**src/rtl/instr_mem_sync.sv**
```systemverilog
// Synchronous instruction memory: power-up fill with INIT_VALUE, then one-cycle
// registered fetch with address-fault flagging and an independent program-load port.
module instr_mem_sync #(
  parameter int          DEPTH      = 128,
  parameter int          IDX_W      = 7,
  parameter logic [31:0] INIT_VALUE = 32'h0000_0000
) (
  input  logic        Clk,
  input  logic        Rst,
  input  logic [31:0] Address,
  input  logic        ReadEn,
  input  logic        Stall,
  input  logic        WriteEn,
  input  logic [31:0] WriteAddress,
  input  logic [31:0] WriteData,
  output logic [31:0] Instruction,
  output logic        Valid,
  output logic        Busy,
  output logic        AddrFault
);

  typedef enum logic {FILL, RUN} state_t;

  state_t            state;
  logic [IDX_W-1:0]  fill_cnt;
  logic [31:0]       mem [DEPTH];

  logic [IDX_W-1:0]  rd_idx_p0;
  logic [IDX_W-1:0]  wr_idx_p0;
  logic              rd_ok_p0;
  logic              wr_ok_p0;
  logic              mem_we_p0;
  logic [IDX_W-1:0]  mem_wa_p0;
  logic [31:0]       mem_wd_p0;

  logic [31:0]       instr_p1;
  logic              vld_p1;
  logic              fault_p1;

  function automatic logic addr_legal(input logic [31:0] a);
    return (a[1:0] == 2'b00) && ((a >> (IDX_W + 2)) == 32'd0);
  endfunction

  function automatic logic [IDX_W-1:0] word_idx(input logic [31:0] a);
    return a[IDX_W+1:2];
  endfunction

  // Stage p0: address decode and write-port arbitration (fill owns the port while busy)
  always_comb begin
    rd_idx_p0 = word_idx(Address);
    wr_idx_p0 = word_idx(WriteAddress);
    rd_ok_p0  = addr_legal(Address);
    wr_ok_p0  = addr_legal(WriteAddress);
    mem_we_p0 = 1'b0;
    mem_wa_p0 = wr_idx_p0;
    mem_wd_p0 = WriteData;
    if (!Rst) begin
      if (state == FILL) begin
        mem_we_p0 = 1'b1;
        mem_wa_p0 = fill_cnt;
        mem_wd_p0 = INIT_VALUE;
      end else if (WriteEn && wr_ok_p0) begin
        mem_we_p0 = 1'b1;
      end
    end
  end

  always_ff @(posedge Clk) begin
    if (mem_we_p0) mem[mem_wa_p0] <= mem_wd_p0;
  end

  // Stage p1: registered fetch result; the array read sees pre-write contents
  always_ff @(posedge Clk) begin
    if (Rst) begin
      state    <= FILL;
      fill_cnt <= '0;
      instr_p1 <= 32'h0000_0000;
      vld_p1   <= 1'b0;
      fault_p1 <= 1'b0;
    end else begin
      case (state)
        FILL: begin
          fill_cnt <= fill_cnt + 1'b1;
          if (fill_cnt == IDX_W'(DEPTH - 1)) state <= RUN;
          vld_p1   <= 1'b0;
          fault_p1 <= 1'b0;
        end
        RUN: begin
          if (!Stall) begin
            if (ReadEn) begin
              vld_p1 <= 1'b1;
              if (rd_ok_p0) begin
                instr_p1 <= mem[rd_idx_p0];
                fault_p1 <= 1'b0;
              end else begin
                instr_p1 <= INIT_VALUE;
                fault_p1 <= 1'b1;
              end
            end else begin
              vld_p1   <= 1'b0;
              fault_p1 <= 1'b0;
            end
          end
        end
        default: state <= FILL;
      endcase
    end
  end

  assign Instruction = instr_p1;
  assign Valid       = vld_p1;
  assign AddrFault   = fault_p1;
  assign Busy        = (state == FILL);

endmodule

```
**config.mk**
```make
export PLATFORM = sky130hd
export DESIGN_NAME = instr_mem_sync
export DESIGN_NICKNAME = d
export VERILOG_FILES = /design/src/rtl/instr_mem_sync.sv
export SDC_FILE = /design/constraint.sdc
export NUM_CORES = 2
export LEC_CHECK = 0
export ABC_AREA = 0
export ABC_CLOCK_PERIOD_IN_PS = 5900
export BUFFER_PORTS_ARGS = -buffer_cell sky130_fd_sc_hd__clkbuf_2
export CAP_MARGIN = 10
export CORE_MARGIN = 2
export CORE_UTILIZATION = 50
export CTS_CLUSTER_SIZE = 28
export DETAILED_ROUTE_END_ITERATION = 10
export PLACE_DENSITY = 0.68
export SYNTH_ARGS = -nofsm -noshare
export SYNTH_HDL_FRONTEND = slang
export SYNTH_SLANG_ARGS = --single-unit
```
**constraint.sdc**
```tcl
create_clock -name Clk -period 5.9 [get_ports Clk]
set_input_delay 1.77 -clock Clk [delete_from_list [all_inputs] [get_ports Clk]]
set_output_delay 1.77 -clock Clk [all_outputs]
set_load 0.1 [all_outputs]
```
==> reports/results.ini <==
[cells_and_area]
final_cell_mix=4096 x edfxtp_1, 821 x mux4_2, 601 x mux2i_1
layout-drive-gt1-share=0.264
synthToLayoutAreaGrowth_pct=15.0
final_common_cell=edfxtp_1
fin_nets=8033

[worst_setup_path]
crit_required_ns=6.69
crit_arrival_ns=5.68
crit_path_frequent_cell=buf_4
critPathMaxFanout=33
worstSetupStartpointType=input port
worstSetupPathType=input port to flip-flop
crit_path_top_delay_cell=a31oi_1
endpoint_kind=flip-flop
max_stage_delay_ns=0.53
crit_buf_inv=5
worstPathCellList=buf_12 -> buf_12 -> buf_4 -> buf_4 -> mux4_2 -> mux4_2 -> nor2b_1 -> a31oi_1 -> buf_4 -> o21ai_1 -> a32o_1
critPathTopFamily=buffers and inverters

[outcome]
outcome=complete, no violations

[global_route]
track_usage=0.266
first_global_vias=79646
grt_pass1_wl_mm=605
antenna_found_initial=35
grt_remaining_overflow=0
grt_max_degree=129

[timing]
worst_slack_ns=1.01
setup_viol=0
fmax_ghz=0.204
rsz0062_at_grt=false
period_needed_ns=4.89
worst_pin_slew_ns=1.26
tns_ns=0
finalHoldViolCount=0
maxSlewHeadroom=0.162
period_share=0.829
slew_viol_final=0
finalClockSkew_ns=0.0752

[clocking]
ctsHoldBuffers=0
clk_latency_ns=0.95
cts_root_buf=clkbuf_16
path_clk_slew_ns=0.06
cts_buffers=412
clock_sinks=4138
clk_path_buf_depth=4
h-tree-depth=5
cts.repair.resized=0
cts_tree=done
cts_setup_buffers=0

[route]
first_pass_iters=6
route.detailed.drc=0
drt-total-wl_mm=430
vias=79829
drt_iter0_drc=11823
wire_per_inst_um=34.5
vias_per_cell=6.41
antenna_left=0

[synthesis]
syn_inst=7340
ys.warnings.count=0
synthArstFlopShare=0
syn-num-nets=7442
synth_seq_cells=4138
synth.distinct_cells=50
synth_top_flop_cell=edfxtp_1
synth_area_um2=158000
synth-edff-count=4096
syn_area_per_cell_um2=21.6
yosysSeqAreaShare=0.782

[die]
start_util=0.503
die_h_um=567
std_cell_rows=206
io_pins=136
core_area_um2=315000
dieArea_um2=321000
dieWidth_um=567

[power_and_ir_drop]
irDropWorstVdd_mv=0.291
pwr_density_cell_nw_per_um2=338
leakage_nw=58.8

[flow_run]
maxCapViolCount=0

[min_path]
min_path_type=flip-flop to flip-flop

[placement]
place_hpwl_mm=256
portBuffers=135
dp_slack_ns=0.154
gp_congestion=0.890

-- synthesized netlist by cell type (all sizes together) (44+ instances only) --
cell | n | share of area
nand2 | 263 | 0.0062
a21oi | 104 | 0.0033
mux2i | 601 | 0.038
a221oi | 50 | 0.0028
nand3 | 94 | 0.0030
a22o | 60 | 0.0033
a22oi | 176 | 0.0083
buf | 244 | 0.0089
nor2 | 148 | 0.0036
o21ai | 81 | 0.0026
mux4 | 821 | 0.12
nor3 | 44 | 0.0014
edfxtp | 4096 | 0.78
clkbuf | 166 | 0.0039
-- metal layers --
metal / vias up / wire length (µm) / track usage
met5: - / 70 / 0
met4: 10 / 21700 / 0.118
met3: 844 / 45400 / 0.0521
met2: 4665 / 206000 / 0.425
met1: 42206 / 156000 / 0.360
li1: 32104 / - / -
-- cell type report --
cell class                 count  area [µm²]
sequential                  4138      124000
antenna                       13        32.5
fill                       22405      133000
tap                         4160        5200
timing repair buffer         587        5950
inverter                       4        22.5
clock buffer                 512       10900
clock inverter               244        2550
multi-input combinational   2788       33500
-- sequential cells by signal, indices dropped and copies added, names as in the netlist --
| name | count |
|---|---|
| AddrFault | 1 |
| Instruction | 32 |
| Valid | 1 |
| fill_cnt | 7 |
| mem | 4096 |
| state | 1 |
-- path summary, 6_finish.rpt --
kind | startpoint | endpoint | slack, ns | cells after the start
setup / recovery | Address[3] | Instruction[2] | 1.01 | 11
hold / removal | Valid | Valid | 0.49 | 2
setup reg to reg | state | mem[32][25] | 1.92 | 7
hold reg to reg | Valid | Valid | 0.49 | 2
-- worst min-delay path, stage by stage (launching register included) --
cell and delay, ns:
dfxtp_1 0.33, nand2_1 0.06, a21oi_1 0.06
-- per-stage QoR --
stage / hold slack [ns] / area, µm² / utilization / cells / power (mW)
6_report: 0.491 / 182000 / 0.578 / 12446 / 61.6
3_3_place_gp: 0.452 / 169000 / 0.535 / 11676 / 36.1
3_5_place_dp: 0.468 / 169000 / 0.535 / 11676 / 36.2
5_1_grt: 0.515 / 182000 / 0.578 / 12437 / 63.1
2_1_floorplan: 0.500 / 158000 / - / 7340 / 34.8
4_1_cts: 0.492 / 182000 / 0.578 / 12432 / 61.8
-- power by group --
part           internal, mW  switching, mW  total, mW  leakage, nW
combinational          1.08           2.09       3.17         14.5
clock                  15.0           11.0       26.0         6.57
sequential             32.4         0.0170       32.4         37.7
-- cell families after synthesis --
| family | count (synthesis) | synth area share |
|---|---|---|
| and+or+nand+nor | 718 | 0.0213 |
| DFF | 4138 | 0.782 |
| adders and majority gates | 1 | 0.0000790 |
| buffers and inverters | 414 | 0.0129 |
| AOI/OAI and AO/OA | 640 | 0.0284 |
| muxes | 1424 | 0.155 |
| xor gates and xnor gates | 5 | 0.000277 |
No activity file was read; power rests on OpenSTA's default activity.
